==> src/rtl/perm_check.sv <==
// rtl/perm_check.sv - read-only permutation / duplicate checker for the ARC4 S memory
//
// Scans every S memory location through the memory's read port and reports
// whether the contents are a permutation of 0..2**ADDR_W-1, plus the first
// repeated value and where it was found. Never writes the memory.
//
// Optional feature: define PERM_CHECK_IDENTITY_EN to also check S[i]==i
// (ident_ok); when undefined ident_ok is tied to 0.
//
// Ports:
//   clk        clock, all state on rising edge
//   rst_n      asynchronous active-low reset
//   en         start request, accepted only while rdy=1
//   rdy        1 = idle / results valid, 0 = scan in progress
//   addr       read address to S memory
//   rddata     S memory read data, valid one cycle after addr is registered
//   pass       last scan found N distinct values
//   dup_found  last scan saw a repeated value
//   dup_addr   address of first repeat (0 if none)
//   dup_val    value of first repeat (0 if none)
//   ident_ok   S[i]==i for all i (identity option only)

module perm_check #(
  parameter int ADDR_W = 8
) (
  input  logic              clk,
  input  logic              rst_n,
  input  logic              en,
  output logic              rdy,
  output logic [ADDR_W-1:0] addr,
  input  logic [ADDR_W-1:0] rddata,
  output logic              pass,
  output logic              dup_found,
  output logic [ADDR_W-1:0] dup_addr,
  output logic [ADDR_W-1:0] dup_val,
  output logic              ident_ok
);

  localparam int N = 1 << ADDR_W;

  typedef enum logic [1:0] {IDLE, READ, DRAIN} state_t;

  state_t            state;
  logic [N-1:0]      seen;
  // smp_v/smp_a track the address issued one edge earlier; together with the
  // RAM's own address register this lines rddata up with smp_a.
  logic              smp_v;
  logic [ADDR_W-1:0] smp_a;
  logic              new_dup;

  assign new_dup = smp_v && seen[rddata] && !dup_found;

`ifdef PERM_CHECK_IDENTITY_EN
  logic ident_flag;
  logic ident_clr;
  assign ident_clr = smp_v && (rddata != smp_a);
`else
  assign ident_ok = 1'b0;
`endif

  always_ff @(posedge clk or negedge rst_n) begin
    if (!rst_n) begin
      state     <= IDLE;
      rdy       <= 1'b1;
      addr      <= '0;
      seen      <= '0;
      smp_v     <= 1'b0;
      smp_a     <= '0;
      pass      <= 1'b0;
      dup_found <= 1'b0;
      dup_addr  <= '0;
      dup_val   <= '0;
`ifdef PERM_CHECK_IDENTITY_EN
      ident_flag <= 1'b0;
      ident_ok   <= 1'b0;
`endif
    end else begin
      smp_v <= 1'b0;

      if (smp_v) begin
        seen[rddata] <= 1'b1;
        if (new_dup) begin
          dup_found <= 1'b1;
          dup_addr  <= smp_a;
          dup_val   <= rddata;
        end
`ifdef PERM_CHECK_IDENTITY_EN
        if (ident_clr) ident_flag <= 1'b0;
`endif
      end

      case (state)
        IDLE: begin
          if (en) begin
            state     <= READ;
            rdy       <= 1'b0;
            addr      <= '0;
            seen      <= '0;
            pass      <= 1'b0;
            dup_found <= 1'b0;
            dup_addr  <= '0;
            dup_val   <= '0;
`ifdef PERM_CHECK_IDENTITY_EN
            ident_flag <= 1'b1;
            ident_ok   <= 1'b0;
`endif
          end
        end
        READ: begin
          smp_v <= 1'b1;
          smp_a <= addr;
          // Hold at the last address rather than wrapping.
          if (addr == {ADDR_W{1'b1}}) state <= DRAIN;
          else                        addr  <= addr + ADDR_W'(1);
        end
        DRAIN: begin
          // The final sample (address N-1) lands on this edge.
          state <= IDLE;
          rdy   <= 1'b1;
          pass  <= !(dup_found || new_dup);
`ifdef PERM_CHECK_IDENTITY_EN
          ident_ok <= ident_flag && !ident_clr;
`endif
        end
        default: state <= IDLE;
      endcase
    end
  end

endmodule
==> config.mk <==
export PLATFORM = sky130hd
export DESIGN_NAME = perm_check
export DESIGN_NICKNAME = d
export VERILOG_FILES = /design/src/rtl/perm_check.sv
export SDC_FILE = /design/constraint.sdc
export NUM_CORES = 1
export LEC_CHECK = 0
export BUFFER_PORTS_ARGS = -buffer_cell sky130_fd_sc_hd__buf_2
export CAP_MARGIN = 10
export CORE_MARGIN = 1
export CORE_UTILIZATION = 45
export DETAILED_ROUTE_END_ITERATION = 12
export PLACE_DENSITY = 0.72
export SETUP_SLACK_MARGIN = 0.02
export SLEW_MARGIN = 30
export SYNTH_ARGS = -nofsm -noshare
export SYNTH_HDL_FRONTEND = slang
export SYNTH_SLANG_ARGS = --single-unit
==> constraint.sdc <==
create_clock -name clk -period 3.65 [get_ports clk]
set_input_delay 0.1825 -clock clk [delete_from_list [all_inputs] [get_ports clk]]
set_output_delay 0.1825 -clock clk [all_outputs]
set_load 0.01 [all_outputs]
Word-level counts from Yosys, hierarchy flattened
Cells that the tools add are included.
Word-level totals
  word-level logic and storage cells: 61
  flip-flop bits (word level): 294
  input port bits: 11
  output and inout bits: 28
Operators by class
  equal/unequal tests: 6
  bitwise logic cells: 1
  add/sub/neg operators: 1
  mux-type cells: 29
  reduce and logical (&&, ||, !) cells: 12
  magnitude comparators: 2
Operators with widths (number)
  256-bit 2-to-1 mux: 3
  256-bit bitwise OR: 1
  8-bit 2-to-1 mux: 10
  8-bit case mux with 2 select lines: 1
  8-bit by 9-bit < comparator with 1-bit output, second input constant: 1
  8-bit by 1-bit adder with 8-bit output, second input constant: 1
  1-bit binary-select mux with 8-bit select: 1
  1-bit demux with 8-bit select: 1
  8-bit == test, second input constant: 1
  8-bit by 1-bit >= comparator with 1-bit output, second input constant: 1
  1-bit 2-to-1 mux: 8
  2-bit inequality test, second input constant: 3
  2-bit 2-to-1 mux: 2
  1-bit case mux with 2 select lines: 2
  2-bit case mux with 2 select lines: 1
  2-bit AND reduction: 2
  2-bit nonzero test: 2
  1-bit logical AND: 3
  3-bit AND reduction: 1
  2-bit by 1-bit == test with 1-bit output, second input constant: 1
  2-bit == test, second input constant: 1
  1-bit zero test: 2
  2-bit zero test: 1
  1-bit logical OR: 1

Logic depth before layout (Yosys ltp)
  depth after elaboration: 8
  mapped depth: 14
  depth with buffers taken out: 9

Least setup slack after synthesis
OpenSTA, ideal clock, no wires.
  kind: input port to flip-flop
  start point: input rddata[0]
  end point: register dup_addr[0]
  data required time: 3.514 ns
  stages on the path: 11
  setup slack: 1.104 ns
  path buffers: 4
  setup time: 0.136 ns
  arrival: 2.409 ns
  path through: buf_6 > buf_12 > buf_12 > mux4_1 > mux4_2 > o22ai_2 > o31ai_2 > o31a_1 > buf_6 > o21ai_1 > a21oi_1
On the way
  longest elaborated chain between the ends: 8
Ends and longest elaborated chain
  from (decl): line 31  | input logic [ADDR_W-1:0] rddata,
  1-bit binary-select mux with 8-bit select *: line 51  | assign new_dup = smp_v && seen[rddata] && !dup_found;
  1-bit 2-to-1 mux (not written as such) *: line 51
  1-bit logical AND * (2 in a row): line 51
  8-bit 2-to-1 mux *: line 82  | if (new_dup) begin
  8-bit 2-to-1 mux *: line 80  | if (smp_v) begin
  8-bit 2-to-1 mux: line 94  | if (en) begin
  8-bit 2-to-1 mux *: line 92  | case (state)
  to (signal assigned): line 84  | dup_addr <= smp_a;
  to (decl): line 34  | output logic [ADDR_W-1:0] dup_addr,
Every way passes the cells marked *; elsewhere a longest branch is shown, timed or not. The select of a mux whose other input is x is not followed.
A chain may end at the register's enable or synchronous reset.

Worst setup path in the final report
  start point: register seen[163]
  end point: register dup_addr[4]
On the way
  longest elaborated chain between the ends: 8
Ends and longest elaborated chain
  from (decl): line 44  | logic [N-1:0] seen;
  from (signal assigned): line 66  | seen <= '0;
  from (signal, indexed assignment): line 81  | seen[rddata] <= 1'b1;
  from (signal assigned): line 98  | seen <= '0;
  1-bit binary-select mux with 8-bit select *: line 51
  1-bit 2-to-1 mux (not written as such) *: line 51
  1-bit logical AND * (2 in a row): line 51
  8-bit 2-to-1 mux *: line 82
  8-bit 2-to-1 mux *: line 80
  8-bit 2-to-1 mux: line 94
  8-bit 2-to-1 mux *: line 92
Marked as above.

==> metrics.txt <==
initial drt markers 961; Setup CP Type reg -> reg; chip width 174 µm; Crit-path slowest cell o31ai_4; CP required 4.13 ns; fin. max-slew vios 0; Peak VDD IR 391 µV; WL met3 2800 µm; worst r2r src seen[163]$_DFF_PN0_; P per Cell Area 532 nW/µm²; first-pass GRT wire length 55000 µm; layout cell share with drive strength beyond 1 0.125; post-CTS setup buffer count 0; initial antenna violation count 1; Place WS 0.282 ns; crit-path max FO 15; worst hold path depth 3; beginning of the worst hold path rddata[1]; Vert. Die Dim 174 µm; clock sink total 294; # setup viols final 0; Leak 7.20 nW; area of placed instances 13900 µm²; TritonCTS clock tree done; commonest non-fill, non-tap cells in the layout 293 x dfrtp_1, 288 x nor2_1, 285 x a21oi_1, 81 x mux2i_1, 51 x nand2_1; grt ovf 0; worst hold path type in -> reg; placed cell count 1669; Max Freq 333 MHz; CTS root buf clkbuf_16; worst slew pin tran 0.920 ns; CP top delay family compound AO/OA/AOI/OAI gates; crit path capture type flop; row count 62; share of the synthesized area in the top cell type 0.551; Layout Nets 1331; largest net degree at the start of global routing 153; Synth area leaders dfrtp_1 55%, a21oi_1 11%, nor2_1 8.3%, mux2i_1 6.1%, mux4_1 3.2%; critical path depth 8; fin crit share 0.823; vias in the first global route 9845; full die area 30300 µm²; hold slack final 0.0650 ns; Worst-path clk slew 0.06 ns; Max H-tree Level 1; Yosys cell types 51; syn avg cell area 10.2 µm²; Post-Syn Nets 1321; via/cell ratio 5.85; Final Util 0.515; most common cell after layout, fill and taps aside dfrtp_1; CP startpoint kind flop; estimated wirelength of the detail-placed design 21500 µm; Post-DRT Antenna Nets 0; Port Buffer Count 37; Filler cells 2594; Crit path buffers/inverters 0; clk_skew 0.0183 ns; RR Endpoint dup_addr[4]$_DFF_PN0_; design area 14900 µm²; clock tree buffer depth 3; residual DRC count 0; unrepaired setup endpoints after global routing no; register bit total from synthesis 294; Starting Density 0.461; final worst setup slack 0.647 ns; Final Hold Viols 0; Max-Cap Viols 0; vias 10100; final estimated routing congestion in global placement 0.877; setup TNS 0 ns; Critical Path AT 3.48 ns; Reg2Reg Depth 8; core box area 28900 µm²; Synth Cell Area 13300 µm²; Synth warnings 0; 1st-pass router iterations 5; status complete, no violations; total CTS buffers 30; Global Route Usage Sum 0.229; Max stage delay on crit path 0.56 ns; post-synthesis cell count 1309; P&R area growth vs syn 11.8%; R2R Setup Slk 0.65 ns; max layer used met4; crit path time final 3.00 ns; total power draw 7.92 mW; clock latency on the worst-skew pair 0.57 ns; Min-Delay Endpoint dup_val[1]$_DFF_PN0_; wire per inst 19.9 µm; DRT met1 WL 15300 µm; Slew headroom 0.382; IO Pins 39; CP Cell Sequence mux4_1, mux4_2, o22ai_1, or3_1, o31ai_2, o31ai_4, nand3_1, a21oi_1; share of the yosys chip area belonging to registers 0.553; Post-Layout Cell Count 1728; DRT Wirelength 34500 µm; met2 WL post-DR 15500 µm; Synth area leader dfrtp_1
routing by layer:
layer	up-vias	global-route usage
li1	4579	-
met1	5092	0.329
met2	377	0.346
met3	63	0.0538
met4	0	0.0647
met5	-	0
final cells by class:
cell class,instances,area [µm²],share of cell area
sequential,294,7360,0.495
multi-input combinational,908,5450,0.366
clock buffer,49,902,0.0607
timing repair buffer,83,627,0.0422
tap,384,480,0.0323
clock inverter,7,46.3,0.00311
inverter,2,7.51,0.000505
antenna,1,2.50,0.000168
state kept, by name, indices dropped and copies added (netlist names):
register	flops
addr	8
dup_addr	8
dup_found	1
dup_val	8
pass	1
rdy	1
seen	256
smp_a	8
smp_v	1
state	2
kinds of logic (layout without fill, tap and decap cells):
kind of cell	Yosys count	count (layout)	synth area share
other	1	2	0.000282
muxes	114	114	0.117
adders and majority gates	1	1	0.000940
buffers and inverters	107	141	0.0418
and+or+nand+nor	431	431	0.135
AOI/OAI and AO/OA	357	357	0.149
xor gates and xnor gates	4	4	0.00263
DFF	294	294	0.553
worst max-delay path by stage:
stage                             start                     to  slack [ns]
floorplan                     rddata[0]  dup_addr[0]$_DFF_PN0_        1.10
global placement              rddata[2]   dup_val[4]$_DFF_PN0_        0.42
finish              seen[163]$_DFF_PN0_  dup_addr[4]$_DFF_PN0_        0.65
CTS                 seen[161]$_DFF_PN0_  dup_addr[4]$_DFF_PN0_        0.73
detailed placement            rddata[2]  dup_addr[4]$_DFF_PN0_        0.28
global route        seen[177]$_DFF_PN0_  dup_addr[4]$_DFF_PN0_        0.52
tightest hold or removal path, stage by stage:
cell     delay, ns
buf_2         0.20
o21ai_0       0.12
a21oi_1       0.07
cell usage after synthesis, drive strengths merged:
cell      n
nor4      1
clkbuf   78
a22o      5
mux4     28
o31ai     5
dfrtp   293
a311oi    2
and3      3
inv       1
a22oi    25
nand4     3
nand4b    4
a21oi   285
nand2    51
dfstp     1
buf      26
a31oi     5
conb      1
o31a      2
o22ai     4
o21ai    22
nor2b     7
nand3b    2
or2       2
a41oi     1
a21o      1
nand3    24
bufbuf    1
mux2i    81
clkinv    1
nor2    295
or3       5
nand2b   15
ha        1
xor2      4
mux2      5
and2      3
nor3     16
where the power goes:
group | switching [mW] | internal (mW) | leakage, nW
combinational | 0.617 | 0.441 | 2.87
clock | 1.27 | 1.68 | 0.471
sequential | 0.238 | 3.67 | 3.86
what timing repair did:
item | CTS | global route
endpoints found under the setup margin | 0 | 0
hold endpoints to repair | 105 | 0
resized for setup | 0 | 0
hold buffers | 2 | 0
No activity file was read; power rests on OpenSTA's default activity.
